**config.mk**
```make
export PLATFORM = sky130hd
export DESIGN_NAME = serial_add_scheduler
export DESIGN_NICKNAME = d
export VERILOG_FILES = /design/src/rtl/serial_add_pkg.sv /design/src/rtl/serial_add_core.sv /design/src/rtl/serial_add_scheduler.sv
export SDC_FILE = /design/constraint.sdc
export NUM_CORES = 1
export LEC_CHECK = 0
export CAP_MARGIN = 10
export CORE_MARGIN = 3
export CORE_UTILIZATION = 42
export CTS_CLUSTER_DIAMETER = 200
export CTS_CLUSTER_SIZE = 20
export DETAILED_ROUTE_END_ITERATION = 8
export PLACE_DENSITY = 0.81
export REMOVE_ABC_BUFFERS = 1
export SYNTH_ARGS = -nofsm -noshare
export SYNTH_HDL_FRONTEND = slang
export SYNTH_SLANG_ARGS = --single-unit
```
**constraint.sdc**
```tcl
create_clock -name clk -period 2.95 [get_ports clk]
set_input_delay 0.4425 -clock clk [delete_from_list [all_inputs] [get_ports clk]]
set_output_delay 0.4425 -clock clk [all_outputs]
set_load 0.02 [all_outputs]
```
**src/rtl/serial_add_pkg.sv**
```systemverilog
// Shared types and helpers for the serial add scheduler.
// Holds the FSM encoding and the round-robin pick function.
package serial_add_pkg;

    typedef enum logic [1:0] {
        IDLE  = 2'd0,
        SHIFT = 2'd1,
        DONE  = 2'd2
    } sched_state_t;

    localparam int N_REQ_DEF = 4;
    localparam int W_DEF     = 8;
    localparam int MAX_REQ   = 8;

    // First valid index at or after ptr, wrapping modulo n.
    function automatic logic [2:0] rr_pick(
        input logic [MAX_REQ-1:0] valid,
        input logic [2:0]         ptr,
        input int                 n
    );
        logic [2:0] win;
        logic       found;
        int         idx;
        win   = ptr;
        found = 1'b0;
        for (int k = 0; k < MAX_REQ; k++) begin
            idx = (int'(ptr) + k) % n;
            if (k < n && !found && valid[idx[2:0]]) begin
                win   = idx[2:0];
                found = 1'b1;
            end
        end
        return win;
    endfunction

endpackage

```
**src/rtl/serial_add_core.sv**
```systemverilog
// Bit-serial full adder with a carry flop.
// Carry clears after the last bit so each operation starts clean.
module serial_add_core (
    input  logic clk,
    input  logic rst,
    input  logic vld,
    input  logic a,
    input  logic b,
    input  logic last,
    output logic s,
    output logic cout
);

    logic c;

    assign s    = a ^ b ^ c;
    assign cout = (a & b) | (c & (a ^ b));

    always_ff @(posedge clk) begin
        if (rst) begin
            c <= 1'b0;
        end else if (vld) begin
            c <= last ? 1'b0 : cout;
        end
    end

endmodule

```
**src/rtl/serial_add_scheduler.sv**
```systemverilog
// Round-robin scheduler feeding one bit-serial adder core.
// Serializes granted operand pairs LSB-first and returns tagged sums.
module serial_add_scheduler
    import serial_add_pkg::*;
#(
    parameter int N_REQ = N_REQ_DEF,
    parameter int W     = W_DEF
) (
    input  logic                      clk,
    input  logic                      rst,
    input  logic [N_REQ-1:0]          req_valid,
    output logic [N_REQ-1:0]          req_ready,
    input  logic [N_REQ*W-1:0]        req_a,
    input  logic [N_REQ*W-1:0]        req_b,
    output logic                      resp_valid,
    input  logic                      resp_ready,
    output logic [W:0]                resp_sum,
    output logic [$clog2(N_REQ)-1:0]  resp_id,
    output logic                      busy
);

    localparam int IDW = $clog2(N_REQ);
    localparam int CW  = $clog2(W);

    sched_state_t   state, state_nxt;
    logic [IDW-1:0] rr_ptr;
    logic [IDW-1:0] win;
    logic [IDW-1:0] id;
    logic [2:0]     pick;
    logic [CW-1:0]  cnt;
    logic [W-1:0]   op_a, op_b;
    logic [W-1:0]   res;
    logic           msb;
    logic           accept;
    logic           vld, last, s, cout;

    assign pick   = rr_pick(MAX_REQ'(req_valid), 3'(rr_ptr), N_REQ);
    assign win    = pick[IDW-1:0];
    assign accept = (state == IDLE) && !rst && (|req_valid);

    assign req_ready  = accept ? (N_REQ'(1) << win) : '0;
    assign last       = (cnt == CW'(W - 1));
    assign resp_valid = (state == DONE);
    assign resp_sum   = {msb, res};
    assign resp_id    = id;
    assign busy       = (state != IDLE);

    serial_add_core u_core (
        .clk  (clk),
        .rst  (rst),
        .vld  (vld),
        .a    (op_a[cnt]),
        .b    (op_b[cnt]),
        .last (last),
        .s    (s),
        .cout (cout)
    );

    always_comb begin
        state_nxt = state;
        vld       = 1'b0;
        unique case (state)
            IDLE: begin
                if (accept) state_nxt = SHIFT;
            end
            SHIFT: begin
                vld = 1'b1;
                if (last) state_nxt = DONE;
            end
            DONE: begin
                if (resp_ready) state_nxt = IDLE;
            end
            default: state_nxt = IDLE;
        endcase
    end

    always_ff @(posedge clk) begin
        if (rst) begin
            state  <= IDLE;
            rr_ptr <= '0;
            cnt    <= '0;
            op_a   <= '0;
            op_b   <= '0;
            id     <= '0;
            res    <= '0;
            msb    <= 1'b0;
        end else begin
            state <= state_nxt;
            if (accept) begin
                op_a   <= req_a[int'(win)*W +: W];
                op_b   <= req_b[int'(win)*W +: W];
                id     <= win;
                rr_ptr <= (win == IDW'(N_REQ - 1)) ? '0 : win + 1'b1;
                cnt    <= '0;
            end
            // Sum bits enter at the top and walk down to bit 0.
            if (vld) begin
                res <= {s, res[W-1:1]};
                cnt <= cnt + 1'b1;
                if (last) msb <= cout;
            end
        end
    end

endmodule

```
==> impl_metrics.env, run 1 <==
export IMPL_fin_skew_ns=0.00278
export IMPL_cpPeakStageDelay_ns=0.51
export IMPL_row_count=24
export IMPL_drive_above_1_share_pct=8.53
export IMPL_cts_made_buffers=5
export IMPL_grt_usage_pct=18.4
export IMPL_status="finished clean"
export IMPL_antenna_found_initial=0
export IMPL_leakage_nw=1.15
export IMPL_start_util_pct=43.8
export IMPL_diodes=0
export IMPL_via_per_inst=5.28
export IMPL_crit_path_start_kind="primary input"
export IMPL_num_vias=1820
export IMPL_r2r_end="op_b[2]$_SDFFE_PP0P_"
export IMPL_drc=0
export IMPL_syn_cell_area_um2=1940
export IMPL_clock_latency_ns=0.28
export IMPL_r2r_slack_ns=0.68
export IMPL_port_buffers=87
export IMPL_p_per_area_nw_per_um2=449
export IMPL_reg2reg_depth=6
export IMPL_setup_viol=0
export IMPL_period_share_pct=88.0
export IMPL_finalHoldViolCount=0
export IMPL_power_mw=1.30
export IMPL_grt_pass1_vias=1728
export IMPL_synthFlopType="dfxtp_1"
export IMPL_yosysSeqAreaShare_pct=36.2
export IMPL_path_cells="clkdlybuf4s50_1, or3b_1, o311ai_1, o22a_2, nand2b_1, nor2_1, dlymetal6s2s_1"
export IMPL_die_area_um2=5460
export IMPL_fp_dieH_um=73.9
export IMPL_async_reset_ff_share_pct=0
export IMPL_hold_class="reg -> reg"
export IMPL_relSlewSlack_pct=33.7
export IMPL_crit_path_end_kind="primary output"
export IMPL_gp_congestion=0.819
export IMPL_hpwlAfterDp_um=3650
export IMPL_grt_pass1_wl_um=7710
export IMPL_final_common_cell="clkdlybuf4s50_1"
export IMPL_r2r_start="rr_ptr[1]$_SDFFE_PP0P_"
export IMPL_final_cell_mix="clkdlybuf4s50_1 (83), nand2_1 (41), dfxtp_1 (35), mux2i_1 (32), a21oi_1 (18)"
export IMPL_tightest_slew_ns=0.991
export IMPL_synthDominantCellAreaShare_pct=36.2
export IMPL_setup_tns_ns=0
export IMPL_post_cts_buffers=0
export IMPL_crit_buf_inv=2
export IMPL_htreeDepth=2
export IMPL_synth_avg_cell_area_um2=9.40
export IMPL_gr_total_overflow=0
export IMPL_synth_edf_count=0
export IMPL_max_clock_freq_ghz=0.385
export IMPL_worstSetupEndpoint="req_ready[0]"
export IMPL_cp_arrival_ns=2.15
export IMPL_cap_violations=0
export IMPL_nets=366
export IMPL_cts_sinks=35
export IMPL_wl_per_cell_um=13.8
export IMPL_ys_seq_elements=35
export IMPL_netlist_instances=206
export IMPL_grt_max_degree=35
export IMPL_rsz0062_at_grt="false"
export IMPL_crit_cells=7
export IMPL_clkTransAtPathRegs_ns=0.06
export IMPL_postLayoutCoreUtil_pct=65.6
export IMPL_crit_start="req_valid[2]"
export IMPL_cp_max_fo=4
export IMPL_yosysUniqueCellTypes=36
export IMPL_crit_family="buffers and inverters"
export IMPL_cts_max_path_buffers=2
export IMPL_critPathSlowestCell="clkdlybuf4s50_1"
export IMPL_core_area_um2=4410
export IMPL_path_class="in -> out"
export IMPL_yosysTopAreaCell="dfxtp_1"
export IMPL_cts_tree="done"
export IMPL_cts_root_buffer_cell="clkbuf_8"
export IMPL_crit_required_ns=2.51
export IMPL_drt_first_pass_iters=4
export IMPL_die_w_um=73.9
export IMPL_drtIter0Drc=103
export IMPL_ant_nets=0
export IMPL_area_delta_synth_final_pct=49.6
export IMPL_yosys_warnings=0
export IMPL_min_period_ns=2.60
export IMPL_slew_viol_final=0
export IMPL_wirelength_um=4760
export IMPL_yosys_top_cells_area="dfxtp_1 (36%), mux2i_1 (17%), nand2_1 (8.0%), o221ai_1 (7.2%), a21oi_1 (4.7%)"
export IMPL_vdd_ir_drop_worst_uv=241
export IMPL_pin_count=88
-- worst register-to-register path: stages, from the launching register on --
cell      delay, ns
dfxtp_1        0.47
or3b_1         0.19
o31ai_1        0.11
a221oi_4       0.35
buf_4          0.54
mux2i_1        0.34
o221ai_1       0.15
-- registers in the layout (all words and copies together), names as in the netlist --
signal	cells
cnt	3
msb	1
op_a	8
op_b	8
res	8
resp_id	2
rr_ptr	2
state	2
u_core.c	1
-- timing repair --
item / in CTS / in global routing
hold buffers: 0 / 0
gates resized for setup: 0 / 5
hold endpoints to repair: 0 / 0
setup endpoints to repair: 0 / 4
-- synth_stat cells, types with 2 or more instances --
| cell type | number |
|---|---|
| a211oi_1 | 2 |
| a21oi_1 | 18 |
| buf_12 | 2 |
| buf_6 | 3 |
| clkbuf_1 | 6 |
| dfxtp_1 | 35 |
| ha_1 | 2 |
| inv_1 | 3 |
| mux2_2 | 2 |
| mux2i_1 | 32 |
| mux4_2 | 4 |
| nand2_1 | 41 |
| nand2b_1 | 5 |
| nand3_1 | 4 |
| nor2_1 | 10 |
| nor2b_1 | 2 |
| o221ai_1 | 16 |
-- layer usage --
| layer | up-vias | share of wire (%) | GRT usage, % | routed length [um] |
|---|---|---|---|---|
| met3 | 2 | 7.1 | 6.70 | 340 |
| met5 | - | 0 | 0 | 0 |
| met2 | 66 | 49 | 30.5 | 2330 |
| met4 | 0 | 0.21 | 3.62 | 10 |
| met1 | 831 | 44 | 22.8 | 2070 |
| li1 | 921 | - | - | - |
-- power breakdown --
part / internal (mW) / switching [mW] / total [mW]
Sequential: 0.524 / 0.0331 / 0.557
Clock: 0.165 / 0.159 / 0.324
Combinational: 0.235 / 0.185 / 0.420
Total: 0.924 / 0.377 / 1.30
-- logic make-up (layout without fill, tap and decap cells) --
kind of cell,Yosys count,after routing,share of synthesized area (%)
mux,38,38,22.4
simple gates,67,67,15.1
fa+ha+maj,3,3,2.33
xor+xnor,1,1,0.453
buf+inv,18,105,7.30
compound gates,44,44,16.2
flops,35,35,36.2
-- per-stage QoR --
stage | setup slack (ns) | hold WS, ns | cells | cell area, um^2
floorplan | -0.891 | 0.427 | 192 | 1810
global placement | 0.0844 | 0.442 | 337 | 2800
detailed placement | 0.0578 | 0.447 | 337 | 2800
CTS | 0.0392 | 0.462 | 345 | 2880
global route | 0.285 | 0.483 | 345 | 2900
finish | 0.354 | 0.460 | 345 | 2900
-- worst min path at each step --
stage / endpoint / cells past startpoint / start
global route: res[3]$_SDFFE_PP0N_ / 2 / res[4]$_SDFFE_PP0N_
global placement: op_a[4]$_SDFFE_PP0P_ / 2 / op_a[4]$_SDFFE_PP0P_
CTS: msb$_SDFFE_PP0P_ / 2 / msb$_SDFFE_PP0P_
finish: msb$_SDFFE_PP0P_ / 2 / msb$_SDFFE_PP0P_
floorplan: op_a[2]$_SDFFE_PP0P_ / 2 / op_a[2]$_SDFFE_PP0P_
detailed placement: op_b[3]$_SDFFE_PP0P_ / 2 / op_b[3]$_SDFFE_PP0P_
-- cell type report --
class | count | area, um^2
Clock buffer | 7 | 76.3
Multi-Input combinational cell | 153 | 1110
Timing Repair Buffer | 93 | 926
Fill cell | 358 | 1520
Tap cell | 52 | 65.1
Sequential cell | 35 | 701
Inverter | 4 | 15.0
Clock inverter | 1 | 5.00
Note: power is estimated with default switching activity, not from simulation.
==> run 2: changes to the inputs <==
SLEW_MARGIN = 10   (was unset)
==> results of run 2 <==
Same layout as run 1: the final DEF is identical, and so are final timing and power.
